--- config.mk ---
export PLATFORM = sky130hd
export DESIGN_NAME = instr_encoder
export DESIGN_NICKNAME = d
export VERILOG_FILES = /design/src/rtl/riscv_pkg.sv /design/src/rtl/instr_pack.sv /design/src/rtl/instr_encoder.sv
export SDC_FILE = /design/constraint.sdc
export NUM_CORES = 1
export LEC_CHECK = 0
export BUFFER_PORTS_ARGS = -buffer_cell sky130_fd_sc_hd__buf_2
export CAP_MARGIN = 20
export CORE_UTILIZATION = 52
export CTS_BUF_LIST = sky130_fd_sc_hd__clkbuf_4
export DETAILED_ROUTE_END_ITERATION = 7
export GPL_ROUTABILITY_DRIVEN = 0
export PLACE_DENSITY = 0.88
export SYNTH_ARGS = -nofsm -noshare
export SYNTH_HDL_FRONTEND = slang
export SYNTH_HIERARCHICAL = 1
export SYNTH_SLANG_ARGS = --single-unit
export TNS_END_PERCENT = 5
--- constraint.sdc ---
create_clock -name clk -period 3.15 [get_ports clk]
set_input_delay 0.1575 -clock clk [delete_from_list [all_inputs] [get_ports clk]]
set_output_delay 0.1575 -clock clk [all_outputs]
set_load 0.005 [all_outputs]
--- src/rtl/riscv_pkg.sv ---
// Shared RV32I definitions: major opcodes, the decoder's instruction classes,
// and the program-loader session states.
package riscv_pkg;

    localparam logic [6:0] OP_LOAD   = 7'b0000011;
    localparam logic [6:0] OP_STORE  = 7'b0100011;
    localparam logic [6:0] OP_R      = 7'b0110011;
    localparam logic [6:0] OP_I      = 7'b0010011;
    localparam logic [6:0] OP_LUI    = 7'b0110111;
    localparam logic [6:0] OP_BRANCH = 7'b1100011;
    localparam logic [6:0] OP_JAL    = 7'b1101111;
    localparam logic [6:0] OP_JALR   = 7'b1100111;

    typedef enum logic [2:0] {
        CL_LOAD   = 3'd0,
        CL_STORE  = 3'd1,
        CL_R      = 3'd2,
        CL_I      = 3'd3,
        CL_LUI    = 3'd4,
        CL_BRANCH = 3'd5,
        CL_JAL    = 3'd6,
        CL_JALR   = 3'd7
    } instr_class_e;

    typedef enum logic [1:0] {
        IDLE = 2'd0,
        RUN  = 2'd1,
        DONE = 2'd2
    } enc_state_e;

endpackage

--- src/rtl/instr_pack.sv ---
// Combinational RV32I field packer: builds the instruction word for a class
// and flags immediates that the target format cannot represent.
module instr_pack
    import riscv_pkg::*;
(
    input  instr_class_e       i_class,
    input  logic [2:0]         i_funct3,
    input  logic               i_funct7b5,
    input  logic [4:0]         i_rd,
    input  logic [4:0]         i_rs1,
    input  logic [4:0]         i_rs2,
    input  logic signed [31:0] i_imm,
    output logic [31:0]        o_word,
    output logic               o_illegal
);

    logic       w_fits12;
    logic       w_fits13;
    logic       w_fits21;
    logic       w_is_shift;
    logic [6:0] w_f7;

    // Sign-extension tests: the value fits when every bit above the field's MSB copies it.
    assign w_fits12   = (i_imm[31:11] == {21{i_imm[11]}});
    assign w_fits13   = (i_imm[31:12] == {20{i_imm[12]}});
    assign w_fits21   = (i_imm[31:20] == {12{i_imm[20]}});
    assign w_is_shift = (i_funct3 == 3'b001) || (i_funct3 == 3'b101);
    assign w_f7       = {1'b0, i_funct7b5, 5'b00000};

    always_comb begin
        o_word    = '0;
        o_illegal = 1'b0;
        unique case (i_class)
            CL_LOAD: begin
                o_word    = {i_imm[11:0], i_rs1, i_funct3, i_rd, OP_LOAD};
                o_illegal = !w_fits12;
            end
            CL_STORE: begin
                o_word    = {i_imm[11:5], i_rs2, i_rs1, i_funct3, i_imm[4:0], OP_STORE};
                o_illegal = !w_fits12;
            end
            CL_R: begin
                o_word    = {w_f7, i_rs2, i_rs1, i_funct3, i_rd, OP_R};
            end
            CL_I: begin
                if (w_is_shift) begin
                    o_word    = {w_f7, i_imm[4:0], i_rs1, i_funct3, i_rd, OP_I};
                    o_illegal = (i_imm[31:5] != 27'd0);
                end else begin
                    o_word    = {i_imm[11:0], i_rs1, i_funct3, i_rd, OP_I};
                    o_illegal = !w_fits12;
                end
            end
            CL_LUI: begin
                o_word    = {i_imm[31:12], i_rd, OP_LUI};
                o_illegal = (i_imm[11:0] != 12'd0);
            end
            CL_BRANCH: begin
                o_word    = {i_imm[12], i_imm[10:5], i_rs2, i_rs1, i_funct3,
                             i_imm[4:1], i_imm[11], OP_BRANCH};
                o_illegal = !w_fits13 || i_imm[0];
            end
            CL_JAL: begin
                o_word    = {i_imm[20], i_imm[10:1], i_imm[11], i_imm[19:12], i_rd, OP_JAL};
                o_illegal = !w_fits21 || i_imm[0];
            end
            CL_JALR: begin
                o_word    = {i_imm[11:0], i_rs1, i_funct3, i_rd, OP_JALR};
                o_illegal = !w_fits12;
            end
            default: o_illegal = 1'b1;
        endcase
    end

endmodule

--- src/rtl/instr_encoder.sv ---
// Program loader: accepts decoded field bundles over valid/ready and writes the
// encoded RV32I words to consecutive instruction-memory addresses.
module instr_encoder
    import riscv_pkg::*;
#(
    parameter int ADDR_W = 9,
    parameter int DEPTH  = 512
) (
    input  logic              clk,
    input  logic              reset,
    input  logic              start,
    input  logic [ADDR_W-1:0] base_addr,
    input  logic              in_valid,
    output logic              in_ready,
    input  logic [2:0]        in_class,
    input  logic [2:0]        in_funct3,
    input  logic              in_funct7b5,
    input  logic [4:0]        in_rd,
    input  logic [4:0]        in_rs1,
    input  logic [4:0]        in_rs2,
    input  logic [31:0]       in_imm,
    input  logic              in_last,
    output logic              mem_we,
    output logic [ADDR_W-1:0] mem_addr,
    output logic [31:0]       mem_wdata,
    output logic [ADDR_W:0]   word_count,
    output logic              done,
    output logic              err
);

    localparam logic [ADDR_W:0] LP_DEPTH = (ADDR_W + 1)'(DEPTH);

    enc_state_e        r_state;
    enc_state_e        w_next_state;
    logic [ADDR_W-1:0] r_next_addr;
    logic [ADDR_W-1:0] r_addr;
    logic [31:0]       r_wdata;
    logic [ADDR_W:0]   r_count;
    logic              r_we;
    logic              r_last_acc;
    logic              r_err;
    logic [31:0]       w_word;
    logic              w_illegal;
    logic              w_fire;
    logic              w_start_ok;

    instr_pack u_pack (
        .i_class    (instr_class_e'(in_class)),
        .i_funct3   (in_funct3),
        .i_funct7b5 (in_funct7b5),
        .i_rd       (in_rd),
        .i_rs1      (in_rs1),
        .i_rs2      (in_rs2),
        .i_imm      (in_imm),
        .o_word     (w_word),
        .o_illegal  (w_illegal)
    );

    assign in_ready   = (r_state == RUN) && !r_last_acc && (r_count < LP_DEPTH);
    assign w_fire     = in_valid && in_ready;
    assign w_start_ok = start && (r_state != RUN);

    always_ff @(posedge clk) begin
        if (reset) r_state <= IDLE;
        else       r_state <= w_next_state;
    end

    // An error leaves RUN at once; the last word and the depth limit leave after their write cycle.
    always_comb begin
        w_next_state = r_state;
        unique case (r_state)
            IDLE: if (start) w_next_state = RUN;
            RUN: begin
                if (w_fire && w_illegal)                      w_next_state = DONE;
                else if (r_last_acc || (r_count == LP_DEPTH)) w_next_state = DONE;
            end
            DONE: if (start) w_next_state = RUN;
            default: w_next_state = IDLE;
        endcase
    end

    always_ff @(posedge clk) begin
        if (reset) begin
            r_we        <= 1'b0;
            r_addr      <= '0;
            r_wdata     <= '0;
            r_count     <= '0;
            r_next_addr <= '0;
            r_last_acc  <= 1'b0;
            r_err       <= 1'b0;
        end else begin
            r_we <= w_fire && !w_illegal;
            if (w_start_ok) begin
                r_next_addr <= base_addr;
                r_count     <= '0;
                r_err       <= 1'b0;
                r_last_acc  <= 1'b0;
            end else if (w_fire) begin
                if (w_illegal) begin
                    r_err <= 1'b1;
                end else begin
                    r_addr      <= r_next_addr;
                    r_wdata     <= w_word;
                    r_next_addr <= r_next_addr + 1'b1;
                    r_count     <= r_count + 1'b1;
                    r_last_acc  <= in_last;
                end
            end
        end
    end

    assign mem_we     = r_we;
    assign mem_addr   = r_addr;
    assign mem_wdata  = r_wdata;
    assign word_count = r_count;
    assign done       = (r_state == DONE);
    assign err        = r_err;

endmodule

==> impl_metrics.env, run 1 <==
export IMPL_antenna_found_initial=0
export IMPL_crit_path_end_kind="flop"
export IMPL_routed_wl_um=9880
export IMPL_ys_warn_count=6
export IMPL_clkTransAtPathRegs_ns=0.11
export IMPL_final_area_sq_um=4350
export IMPL_hold_buffers=4
export IMPL_register_area_sq_um=1300
export IMPL_htreeDepth=3
export IMPL_worstHoldStart="base_addr[3]"
export IMPL_layout_nets=652
export IMPL_first_iter_violations=417
export IMPL_grt_overflow=0
export IMPL_worstPathArrival_ns=2.94
export IMPL_synth_xor_area_share_pct=1.23
export IMPL_die_w_um=84.8
export IMPL_ys_seq_area_share_pct=36.5
export IMPL_nFillCells=582
export IMPL_coreArea_sq_um=6490
export IMPL_power_density_nw_per_um2=385
export IMPL_cp_common_cell="nor3_2"
export IMPL_violations="design-rule violations"
export IMPL_max_cap_violations=0
export IMPL_grt_max_degree=33
export IMPL_vdd_drop_max_mv=0.234
export IMPL_n_antenna_cell=0
export IMPL_setup_tns_ns=0
export IMPL_synth_compound_area_share_pct=20.4
export IMPL_synthTopCellsByArea="dfxtp_1, nand2_1, a21oi_1"
export IMPL_dr_total_vias=3845
export IMPL_synth_fa_ha_area_share_pct=1.40
export IMPL_leakagePower_nw=1.83
export IMPL_ys_types=61
export IMPL_synthMuxAreaShare_pct=5.26
export IMPL_post_place_cells=642
export IMPL_path_class="input pin to flop"
export IMPL_ant_nets=0
export IMPL_firstDrtPassIters=8
export IMPL_start_util_pct=54.9
export IMPL_area_delta_synth_final_pct=22.1
export IMPL_dp_slack_ns=0.179
export IMPL_synth_area_leader_cell="dfxtp_1"
export IMPL_multi_input_area_sq_um=2070
export IMPL_drc=9
export IMPL_path_cells="buf_2, or4_4, nor3_2, a311oi_1, nor3_2, nand4_1, or3b_4, nor2_4, buf_4, nand2_1, a21oi_1"
export IMPL_timing_final_crit_share_pct=82.4
export IMPL_syn_avg_cell_area_sq_um=7.69
export IMPL_drv_slew=0
export IMPL_clockRootBuffer="clkbuf_4"
export IMPL_vias_per_cell=5.81
export IMPL_ys_ff_latch=65
export IMPL_async_reset_ff_share_pct=0
export IMPL_mostFrequentLayoutCell="buf_2"
export IMPL_yosys_area_share_simple_pct=29.5
export IMPL_finalSetupViolCount=0
export IMPL_min_path_type="input pin to flop"
export IMPL_stdcell_count=662
export IMPL_avgRoutedWirePerCell_um=14.9
export IMPL_rows=29
export IMPL_drive_gt1_share_pct=27.7
export IMPL_synth_top_family_by_area="simple AND/OR/NAND/NOR gates"
export IMPL_status="finished with violations"
export IMPL_die_y_um=84.8
export IMPL_synth_top_area_share_pct=36.5
export IMPL_hpwl_um=7310
export IMPL_r2r_slack_ns=1.23
export IMPL_post_route_min_period_ns=2.60
export IMPL_cts_buffer_depth=2
export IMPL_grt_pass1_wl_um=16100
export IMPL_synthCells=464
export IMPL_worstReg2RegEnd="r_next_addr[3]$_SDFFE_PP0P_"
export IMPL_syn_area_sq_um=3570
export IMPL_port_buffer_count=122
export IMPL_clock_sinks=65
export IMPL_synth_edf_count=0
export IMPL_ys_flop_type="dfxtp_1"
export IMPL_r2r_start="r_state[0]$_SDFFE_PP0P_"
export IMPL_slew_headroom_pct=58.1
export IMPL_cts_setup_buffers=0
export IMPL_grtUsageTotal_pct=27.9
export IMPL_cpPeakStageDelay_ns=0.52
export IMPL_min_path_cells=3
export IMPL_rsz0062_at_grt="false"
export IMPL_crit_slowest_cell="or4_4"
export IMPL_placed_area_sq_um=4180
export IMPL_clk_insertion_delay_late_ns=0.41
export IMPL_cts_tree="yes"
export IMPL_crit_fanout=15
export IMPL_layout_common_cells="buf_2, nand2_1, dfxtp_1, a21oi_1, nor2_1"
export IMPL_grt_pass1_vias=3516
export IMPL_pin_count=123
export IMPL_worstMarginPinSlew_ns=0.628
export IMPL_skew_ns=0.00859
export IMPL_fmax_mhz=385
export IMPL_finalHoldViolCount=0
export IMPL_cts_buffers_inserted=9
export IMPL_crit_path_start_kind="input pin"
export IMPL_setup_slack_ns=0.555
export IMPL_dieArea_sq_um=7190
export IMPL_final_util_pct=67.0
export IMPL_whs_endpoint="r_next_addr[3]$_SDFFE_PP0P_"
export IMPL_r2r_cells=5
export IMPL_required_ns=3.49
export IMPL_cts_resized=0
flip-flops by register name, indices dropped and copies added (netlist names):
signal,flops
mem_wdata,32
word_count,10
mem_addr,9
r_next_addr,9
r_state,2
err,1
mem_we,1
r_last_acc,1
cell usage after synthesis (4+ instances only):
master / n
a2111oi_0: 5
a21oi_1: 62
a221oi_1: 4
a31oi_1: 5
and3_1: 5
buf_2: 9
buf_4: 5
clkbuf_1: 13
dfxtp_1: 65
ha_1: 4
inv_1: 7
mux2_1: 10
nand2_1: 116
nand2b_1: 8
nand3_1: 12
nand4_1: 9
nor2_1: 22
nor2b_1: 7
nor4_1: 7
o21ai_0: 14
o21ai_1: 7
or3_1: 4
report_power, final:
part	switching, W	internal [W]
Sequential	0.0000180	0.000839
Clock	0.000318	0.000242
Combinational	0.000148	0.000111
Total	0.000484	0.00119
stage by stage:
step                      total power, W  hold slack, ns
after detailed placement         0.00112           0.406
after CTS                        0.00168       0.0000445
after global routing             0.00175         0.00423
after floorplan                  0.00103           0.298
final                            0.00168         0.00847
after global placement           0.00112           0.402
per-layer routing:
metal | GRT usage [%] | vias to the layer above | share of wire, %
met5 | 0 | - | 0
met4 | 13.1 | 0 | 2.3
met3 | 4.47 | 27 | 8.1
met2 | 45.9 | 191 | 47
met1 | 36.1 | 1752 | 42
li1 | - | 1875 | -
cell type report:
class                      count  share of cell area, %
timing repair buffer         135                   16.5
inverter                       8                  0.719
multi-input combinational    361                   47.5
tap                           77                   2.21
sequential                    65                   29.9
clock inverter                 7                   1.61
clock buffer                   9                   1.55
worst max path at each step:
stage                          from                     endpoint  slack, ns  cells past startpoint
after detailed placement  in_imm[6]    mem_wdata[9]$_SDFFE_PP0P_       0.18                     11
after global placement    in_imm[6]   mem_wdata[11]$_SDFFE_PP0P_       0.33                     11
final                     in_imm[6]    mem_wdata[9]$_SDFFE_PP0P_       0.55                     11
after floorplan           in_imm[6]  r_next_addr[7]$_SDFFE_PP0P_       0.70                      9
after CTS                 in_imm[6]     mem_addr[3]$_SDFFE_PP0P_       0.62                     11
after global routing      in_imm[6]     mem_addr[1]$_SDFFE_PP0P_       0.45                     11
worst max-delay path: cells and delay by family:
kind | cells | cell delay, ns
compound gates | 2 | 0.29
buf+inv | 2 | 0.38
simple gates | 7 | 2.11
kinds of logic (layout without fill, tap and decap cells):
kind of cell / Yosys count / after routing
simple gates: 213 / 213
compound gates: 121 / 121
xor+xnor: 5 / 5
fa+ha+maj: 4 / 4
buf+inv: 39 / 159
flops: 65 / 65
other cells: 1 / 2
mux: 16 / 16
Note: power is estimated with default switching activity, not from simulation.
==> run 2: changes to the inputs <==
Settings changed: ABC_AREA set to 1, CORE_UTILIZATION 52 to 47, PLACE_DENSITY 0.88 to 0.84.
Clock period 3.15 ns to 2.25 ns, I/O delays scaled along.
==> run 2 against run 1 <==
The run now ends clean. Hold slack better by 0.026 ns. Clock power up 69%. Clock-buffer cell count unchanged. Setup slack better by 0.0022 ns. Synthesized cell count up 29%. Core utilization down 4.8 points. Wire length grew 5.1%. Critical path depth increased by 4. Combinational power increased by 79%. Non-clock buffer count increased by 1.
==> impl_metrics.env, run 2 <==
export IMPL_synthTopCellsByCount="nand2_1, nor2_1, dfxtp_1"
export IMPL_cp_top_family="simple AND/OR/NAND/NOR gates"
export IMPL_ys_seq_area_share_pct=35.2
export IMPL_routed_wl_um=10400
export IMPL_path_class="input pin to flop"
export IMPL_pin_count=123
export IMPL_cts_tree="yes"
export IMPL_async_reset_ff_share_pct=0
export IMPL_clk_insertion_delay_late_ns=0.43
export IMPL_finalPower_w=0.00264
export IMPL_cpPeakStageDelay_ns=0.29
export IMPL_ys_warn_count=6
export IMPL_rows=31
export IMPL_die_w_um=90.7
export IMPL_r2r_slack_ns=0.72
export IMPL_p_clk_share_pct=35.8
export IMPL_drc=0
export IMPL_nFillCells=721
export IMPL_antenna_found_initial=0
export IMPL_synthTopCellsByArea="dfxtp_1, nand2_1, nor2_1"
export IMPL_timing_final_crit_share_pct=75.3
export IMPL_mostFrequentLayoutCell="nand2_1"
export IMPL_port_buffer_count=122
export IMPL_ant_nets=0
export IMPL_whs_endpoint="mem_wdata[7]$_SDFFE_PP0P_"
export IMPL_grt_max_degree=51
export IMPL_layout_common_cells="nand2_1, nor2_1, buf_2, dfxtp_1, o21ai_0"
export IMPL_synth_most_common_cell="nand2_1"
export IMPL_synth_top_area_share_pct=35.2
export IMPL_setup_slack_ns=0.557
export IMPL_hpwl_um=7950
export IMPL_largest_reg_flops=32
export IMPL_crit_slowest_cell="ha_1"
export IMPL_avgRoutedWirePerCell_um=12.5
export IMPL_r2r_cells=7
export IMPL_min_path_cells=5
export IMPL_drv_slew=0
export IMPL_seq_power_share_pct=46.7
export IMPL_cts_buffer_depth=2
export IMPL_vias_per_cell=5.12
export IMPL_skew_ns=0.0129
export IMPL_dieArea_sq_um=8230
export IMPL_first_iter_violations=261
export IMPL_holdWs_ns=0.0344
export IMPL_dp_slack_ns=0.160
export IMPL_grt_overflow=0
export IMPL_coreArea_sq_um=7450
export IMPL_synthCells=599
export IMPL_placed_area_sq_um=4410
export IMPL_start_util_pct=49.7
export IMPL_fmax_mhz=591
export IMPL_r2r_start="r_state[0]$_SDFFE_PP0P_"
export IMPL_power_density_nw_per_um2=570
export IMPL_cp_buffers_inverters=4
export IMPL_crit_fanout=21
export IMPL_leakagePower_nw=2.30
export IMPL_cts_resized=0
export IMPL_worstHoldStart="in_rd[0]"
export IMPL_min_path_type="input pin to flop"
export IMPL_status="finished clean"
export IMPL_grt_pass1_vias=3827
export IMPL_required_ns=2.62
export IMPL_crit_path_start_kind="input pin"
export IMPL_layout_nets=798
export IMPL_ys_types=32
export IMPL_drive_gt1_share_pct=22.4
export IMPL_finalHoldViolCount=0
export IMPL_comb_power_share_pct=17.6
export IMPL_clock_sinks=65
export IMPL_finalSetupViolCount=0
export IMPL_post_route_min_period_ns=1.69
export IMPL_setup_tns_ns=0
export IMPL_path_cells="buf_2, inv_1, ha_1, nor3_1, nand2_1, nor2_1, nor2_1, nor2_1, nand2_1, inv_1, nand4_2, buf_4, nand2_1, nand2_1, a21oi_1"
export IMPL_htreeDepth=3
export IMPL_internal_power_w=0.00185
export IMPL_ys_flop_type="dfxtp_1"
export IMPL_syn_area_sq_um=3700
export IMPL_cts_buffers_inserted=9
export IMPL_max_cap_violations=0
export IMPL_cts_setup_buffers=0
export IMPL_crit_path_end_kind="flop"
export IMPL_die_y_um=90.7
export IMPL_final_area_sq_um=4630
export IMPL_worstReg2RegEnd="word_count[8]$_SDFFE_PP0P_"
export IMPL_worstPathArrival_ns=2.06
export IMPL_syn_avg_cell_area_sq_um=6.18
export IMPL_clockRootBuffer="clkbuf_4"
export IMPL_synth_area_leader_cell="dfxtp_1"
export IMPL_n_antenna_cell=0
export IMPL_grtUsageTotal_pct=26.2
export IMPL_vdd_drop_max_mv=0.281
export IMPL_rsz0062_at_grt="false"
export IMPL_firstDrtPassIters=6
export IMPL_dr_total_vias=4249
export IMPL_switching_share_pct=30.0
export IMPL_cp_common_cell="nand2_1"
export IMPL_clkTransAtPathRegs_ns=0.13
export IMPL_area_delta_synth_final_pct=25.2
export IMPL_p_sw_w=0.000792
export IMPL_ys_ff_latch=65
export IMPL_grt_pass1_wl_um=17300
export IMPL_synth_edf_count=0
[run 2: cell count changes in the layout (fill, tap and decap cells not counted), moves of 10 or more]
cell and delta:
nand3_1 +17, nand2_1 +35, mux2_1 -10, nor2_1 +111
a21oi_1 -40, o21ai_0 +50, inv_1 +54
[run 2: repair_timing]
item                                    CTS  global route
hold buffers                              5             0
endpoints found under the setup margin    0             0
hold endpoints to repair                 10             0
[run 2: how the worst max path moves through the flow]
stage	startpoint	cells past startpoint	slack [ns]	endpoint
5_1_grt	in_imm[11]	15	0.37	r_next_addr[0]$_SDFFE_PP0P_
2_1_floorplan	in_imm[11]	13	0.47	word_count[4]$_SDFFE_PP0P_
3_3_place_gp	in_imm[11]	15	0.23	r_next_addr[2]$_SDFFE_PP0P_
6_report	in_imm[11]	15	0.56	r_next_addr[2]$_SDFFE_PP0P_
3_5_place_dp	in_imm[11]	15	0.16	r_next_addr[2]$_SDFFE_PP0P_
4_1_cts	in_imm[11]	15	0.63	r_next_addr[1]$_SDFFE_PP0P_
[run 2: worst min-delay path: stages]
cell     delay, ns
buf_2         0.08
nand2_1       0.04
nand2_1       0.05
o21ai_0       0.07
nor2_1        0.08
[run 2: cell type report]
class                   instances  area, sq um  share of cell area (%)
clock buffers                   9         67.6                    1.46
well taps                      99          124                    2.67
repair buffers                136          741                    16.0
flip-flops and latches         65         1300                    28.1
clock inverters                 7          101                    2.19
inverters                      64          240                    5.18
multi-input cells             450         2060                    44.4
[run 2: cells by family (layout without fill, tap and decap cells)]
logic type / Yosys count / count (layout) / synth area share (%)
muxes: 5 / 5 / 1.52
adders and majority gates: 4 / 4 / 1.35
other: 1 / 2 / 0.101
DFF: 65 / 65 / 35.2
AOI/OAI and AO/OA: 100 / 100 / 14.6
buffers and inverters: 85 / 216 / 9.33
and+or+nand+nor: 337 / 337 / 37.4
xor gates and xnor gates: 2 / 2 / 0.473
[run 2: routing by layer]
metal	GRT usage (%)	vias to the layer above	part of all wire (%)
li1	-	2159	-
met1	33.3	1870	43
met2	43.2	204	47
met3	5.22	16	7.8
met4	10.3	0	2.1
met5	0	-	0
[run 2: metrics by stage]
stage	utilization, %	std cells
after CTS	62.2	830
after detailed placement	59.3	809
after global placement	59.3	809
final	62.2	830
after global routing	62.2	830
after floorplan	-	600
[run 2: power by group through the flow]
stage / Combinational (W) / Clock [W] / Sequential (W)
floorplan: 0.000267 / 0 / 0.00126
finish: 0.000464 / 0.000945 / 0.00123
global route: 0.000521 / 0.00103 / 0.00124
global placement: 0.000441 / 0 / 0.00126
CTS: 0.000460 / 0.000965 / 0.00123
detailed placement: 0.000451 / 0 / 0.00126
